**config.mk**
```make
export PLATFORM = sky130hd
export DESIGN_NAME = sram_arbiter
export DESIGN_NICKNAME = d
export VERILOG_FILES = /design/src/rtl/sram_arbiter.sv
export SDC_FILE = /design/constraint.sdc
export NUM_CORES = 1
export LEC_CHECK = 0
export ABC_AREA = 1
export CELL_PAD_IN_SITES_DETAIL_PLACEMENT = 2
export CELL_PAD_IN_SITES_GLOBAL_PLACEMENT = 2
export CORE_UTILIZATION = 21
export DETAILED_ROUTE_END_ITERATION = 8
export MAX_ROUTING_LAYER = met4
export PLACE_DENSITY_LB_ADDON = 0.1
export SYNTH_ARGS = -nofsm -noshare
export SYNTH_HDL_FRONTEND = slang
export SYNTH_SLANG_ARGS = --single-unit
```
**constraint.sdc**
```tcl
create_clock -name clock -period 1.7 [get_ports clock]
set_clock_uncertainty 0.05 [all_clocks]
set_input_delay 0.255 -clock clock [delete_from_list [all_inputs] [get_ports clock]]
set_output_delay 0.255 -clock clock [all_outputs]
set_load 0.01 [all_outputs]
```
**src/rtl/sram_arbiter.sv**
```systemverilog
// Time-slotted owner of one async 8-bit SRAM: slot 0 serves the CPU, slots 1..CH serve video reads.
// Each slot has three ce phases (ack/valid one clock after the P2 ce). There is no backpressure: the schedule is fixed and CPU requests wait.
module sram_arbiter #(
    parameter int AW     = 21,
    parameter int CH     = 3,
    parameter int GREEDY = 0
) (
    input  logic            clock,
    input  logic            reset,
    input  logic            ce,
    input  logic            cpuReq,
    input  logic            cpuWr,
    input  logic [AW-1:0]   cpuA,
    input  logic [7:0]      cpuD,
    output logic [7:0]      cpuQ,
    output logic            cpuAck,
    input  logic [CH-1:0]   vidReq,
    input  logic [CH*AW-1:0] vidA,
    output logic [CH*8-1:0] vidQ,
    output logic [CH-1:0]   vidVld,
    output logic            ramWe,
    output logic [AW-1:0]   ramA,
    output logic [7:0]      ramDo,
    output logic            ramDoe,
    input  logic [7:0]      ramDi
);
    localparam int SW = $clog2(CH + 1);

    typedef enum logic [1:0] {P0, P1, P2} phase_t;

    phase_t         phase;
    logic [SW-1:0]  slot;
    logic [SW-1:0]  own_slot;
    logic           own_act;
    logic           own_cpu;
    logic           req_q;
    logic           pending;
    logic           cpu_wr;
    logic [AW-1:0]  cpu_a;
    logic [7:0]     cpu_d;
    logic           vid_hit;
    logic [AW-1:0]  vid_addr;

    always_comb begin
        vid_hit  = 1'b0;
        vid_addr = '0;
        for (int k = 0; k < CH; k++) begin
            if (slot == SW'(k + 1)) begin
                vid_hit  = vidReq[k];
                vid_addr = vidA[k*AW +: AW];
            end
        end
    end

    always_ff @(posedge clock) begin
        // Edge detector keeps tracking through reset so a request held high across reset is not re-issued.
        req_q <= cpuReq;
        if (reset) begin
            phase    <= P0;
            slot     <= '0;
            own_slot <= '0;
            own_act  <= 1'b0;
            own_cpu  <= 1'b0;
            pending  <= 1'b0;
            cpu_wr   <= 1'b0;
            cpu_a    <= '0;
            cpu_d    <= '0;
            ramWe    <= 1'b1;
            ramA     <= '0;
            ramDo    <= '0;
            ramDoe   <= 1'b0;
            cpuQ     <= '0;
            cpuAck   <= 1'b0;
            vidQ     <= '0;
            vidVld   <= '0;
        end else begin
            cpuAck <= 1'b0;
            vidVld <= '0;
            if (cpuReq && !req_q && !pending) begin
                pending <= 1'b1;
                cpu_wr  <= cpuWr;
                cpu_a   <= cpuA;
                cpu_d   <= cpuD;
            end
            if (ce) begin
                case (phase)
                    P0: begin
                        phase    <= P1;
                        own_slot <= slot;
                        own_act  <= 1'b0;
                        own_cpu  <= 1'b0;
                        ramDoe   <= 1'b0;
                        if (slot != '0 && vid_hit) begin
                            own_act <= 1'b1;
                            ramA    <= vid_addr;
                        end else if (pending && (slot == '0 || GREEDY != 0)) begin
                            own_act <= 1'b1;
                            own_cpu <= 1'b1;
                            ramA    <= cpu_a;
                            ramDo   <= cpu_d;
                            ramDoe  <= cpu_wr;
                        end
                    end
                    P1: begin
                        phase <= P2;
                        if (own_act && own_cpu && cpu_wr)
                            ramWe <= 1'b0;
                    end
                    P2: begin
                        phase   <= P0;
                        ramWe   <= 1'b1;
                        own_act <= 1'b0;
                        slot    <= (slot == SW'(CH)) ? '0 : slot + SW'(1);
                        if (own_act && own_cpu) begin
                            pending <= 1'b0;
                            cpuAck  <= 1'b1;
                            if (!cpu_wr)
                                cpuQ <= ramDi;
                        end else if (own_act) begin
                            for (int k = 0; k < CH; k++) begin
                                if (own_slot == SW'(k + 1)) begin
                                    vidVld[k]        <= 1'b1;
                                    vidQ[k*8 +: 8]   <= ramDi;
                                end
                            end
                        end
                    end
                    default: phase <= P0;
                endcase
            end
        end
    end
endmodule

```
==> impl_metrics.toml <==
[power_and_ir_drop]
switching_share_pct = 26.27
power_leakage_nw = 3.218
total_power_mw = 5.544
power_density_mw_per_mm2 = 729.5
seqPwrFrac_pct = 48.0
p_int_mw = 4.088
clockPowerShare_pct = 37.5
max-vdd-ir-drop_v = 0.0004096
switchingPower_mw = 1.456
p_comb_share_pct = 14.6

[cells_and_area]
drive_above_1_share_pct = 9.570
area_growth_pct = 54.67
fin_nets = 1037
antenna_cells = 0

[floorplan]
rows = 55
io-pin-count = 175
start_util_pct = 21.57
dieArea_mm2 = 0.02401
die_w_um = 155.0
core_mm2 = 0.02278
die_h_um = 155.0

[global_route]
track_usage_pct = 16.53
gr-total-overflow = 0
grt_max_degree = 43
antenna_found_initial = 0
grt_pass1_vias = 5784
grt_pass1_wl_um = 30210

[placement]
gp_congestion = 0.7333
port-buffer-count = 174
dp_hpwl_um = 14360

[routing]
met2WireLength_um = 9315
met1Wirelength_um = 9196
drtPass1Iterations = 4
drc = 0
wl_per_cell_um = 15.60
top_layer_used = "met4"
ant_nets = 0
via_count = 5245
wl_um = 19390
wl_met3_um = 699
drtIter0Drc = 233
via_per_inst = 4.220

[worst_setup_path]
slowest_delay_ns = 0.36
crit_type = "flip-flop to flip-flop"
cp_common_cell = "nand2_2"
crit_fanout = 16
crit_path_start_kind = "flip-flop"
worstPathCellList = "buf_4 -> ha_4 -> nand3_2 -> nand2_2 -> nand2_2 -> nand2_4 -> nand2_8 -> buf_12 -> nand2_2 -> nand2_1 -> nor2_1"
ff2ff_path_depth = 11
worst-endpoint-arrival_ns = 1.83
worst_setup_path_end_kind = "flip-flop"
slowest_stage = "dfxtp_4"
worstPathRequired_ns = 1.90

[sta]
slew_headroom_pct = 79.28
fin_crit_sh_pct = 95.83
timing.hold.ws_ns = 0.3927
final_hold_viol_count = 0
fin_crit_ns = 1.629
setup_viol = 0
finalSetupTns_ns = 0
fmax_mhz = 613.8
rsz0062_at_grt = "true"
drv_slew = 0
max_slew.worst_pin.slew_ns = 0.3108

[yosys]
yosysSeqAreaShare_pct = 43.60
postSynthCellCount = 747
yosysTopAreaCell = "dfxtp_1"
ys_warn_count = 0
synth-seq-cells = 107
syn_nets = 859
netlist_top_cells_area = "dfxtp_1 44%, nor2_1 16%, nand2_1 14%"
netlist.area_leader.share_pct = 43.60
synth_area_per_cell_um2 = 6.578
ys_types = 28
syn-cell-area_mm2 = 0.004913

[cts]
cts_sinks = 107
postCtsHoldBufs = 0
clock_latency_ns = 0.35
clk_pin_slew_worst_paths_ns = 0.07
cts.root.buffer_cell = "clkbuf_16"
h-tree-depth = 3
cts_tree = "yes"
cts_buffers = 9
ctsLongestPathBuffers = 2

[hold_path]
min_path_type = "input port to flip-flop"
whs_path_depth = 1

[status]
outcome = "completed"

[job]
max_cap_viol_count = 0
through the flow:
step / cells / setup slack [ns] / cell area, µm² / util [%]
4_1_cts: 1241 / 0.007595 / 7515 / 32.99
3_5_place_dp: 1222 / -0.1979 / 7141 / 31.35
2_1_floorplan: 747 / 0.06713 / 4913 / -
6_report: 1243 / 0.07090 / 7600 / 33.36
5_1_grt: 1243 / -0.04996 / 7600 / 33.36
3_3_place_gp: 1222 / -0.08541 / 7141 / 31.35
power by group through the flow:
stage / Combinational (mW) / Sequential (mW) / Clock [mW]
floorplan: 0.306 / 2.72 / 0
global placement: 0.770 / 2.72 / 0
detailed placement: 0.799 / 2.72 / 0
CTS: 0.820 / 2.66 / 2.16
global route: 0.891 / 2.67 / 2.25
finish: 0.808 / 2.66 / 2.08
cells in the mapped netlist:
library cell and instances:
a21oi_1 44, a21oi_2 3, buf_1 2, buf_2 12, buf_4 2, buf_6 6, clkbuf_1 15, clkinv_2 4
dfxtp_1 107, ha_1 4, inv_1 59, inv_2 6, nand2_1 186, nand2_2 4, nand2_4 1, nand3_1 1
nand3_2 1, nand3b_1 1, nand4_1 2, nor2_1 203, nor2_2 1, nor2_4 1, nor2_8 2, nor3_1 2
nor3_4 1, o21ai_0 75, o21bai_1 1, or2_2 1
registers in the layout, summed over array words and instances (netlist names):
signal,flops
cpuAck,1
cpuQ,8
cpu_a,21
cpu_d,8
cpu_wr,1
own_act,1
own_cpu,1
own_slot,2
pending,1
phase,2
ramA,21
ramDo,8
ramDoe,1
ramWe,1
req_q,1
slot,2
vidQ,24
vidVld,3
routing by layer:
metal	GRT usage [%]	vias up
met5	-	-
met4	4.526	0
met3	2.340	13
met2	28.01	112
met1	20.45	2482
li1	-	2638
layout make-up:
cell class / instances / area, µm²
fill: 2655 / 15180
tap: 313 / 391.6
timing repair buffer: 204 / 2138
clock buffer: 10 / 239.0
sequential: 107 / 2150
clock inverter: 6 / 47.55
multi-input combinational: 534 / 2367
inverter: 69 / 266.5
cells by family (layout without fill, tap and decap cells):
logic type                 Yosys count  after routing  synth area share (%)
adders and majority gates            4              4                 1.019
buffers and inverters              106            289                 9.575
DFF                                107            107                 43.60
and+or+nand+nor                    407            407                 33.00
AOI/OAI and AO/OA                  123            123                 12.81
what timing repair did:
item | in CTS | in global routing
gates cloned | 1 | 2
resized for setup | 16 | 11
setup buffers | 2 | 0
hold endpoints to repair | 0 | 0
pin swaps | 2 | 1
setup endpoints to repair | 22 | 31
worst paths after layout:
path / start / end / slack (ns)
worst max-delay path: slot[0]$_SDFFE_PP0N_ / ramA[16]$_SDFFE_PP0P_ / 0.07
worst min-delay path: cpuReq / req_q$_DFF_P_ / 0.39
worst max register to register: slot[0]$_SDFFE_PP0N_ / ramA[16]$_SDFFE_PP0P_ / 0.07
worst min register to register: cpu_a[17]$_SDFFE_PP0P_ / cpu_a[17]$_SDFFE_PP0P_ / 0.40
cell usage in the layout, fill, tap and decap left out, types with 2 or more instances in the layout:
| master | instances |
|---|---|
| clkdlybuf4s50_1 | 174 |
| dfxtp_1 | 105 |
| nor2_2 | 6 |
| nand2_1 | 182 |
| clkinv_2 | 5 |
| nand4_1 | 2 |
| nor3_1 | 2 |
| buf_12 | 9 |
| a21oi_2 | 3 |
| o21ai_0 | 74 |
| a21oi_1 | 44 |
| ha_4 | 2 |
| dfxtp_4 | 2 |
| clkbuf_16 | 11 |
| buf_4 | 17 |
| nand2_2 | 7 |
| clkinvlp_4 | 3 |
| ha_2 | 2 |
| nor2_8 | 2 |
| inv_1 | 56 |
| inv_2 | 8 |
| nor2_1 | 198 |
worst max-delay path, delay by kind of cell, from the launching register on:
family | cells | cell delay, ns
adder cells (fa/ha/maj) | 1 | 0.17
buffers and inverters | 2 | 0.30
flip-flops | 1 | 0.36
AND/OR/NAND/NOR | 8 | 0.64
Power figures use the tool's default switching activity.
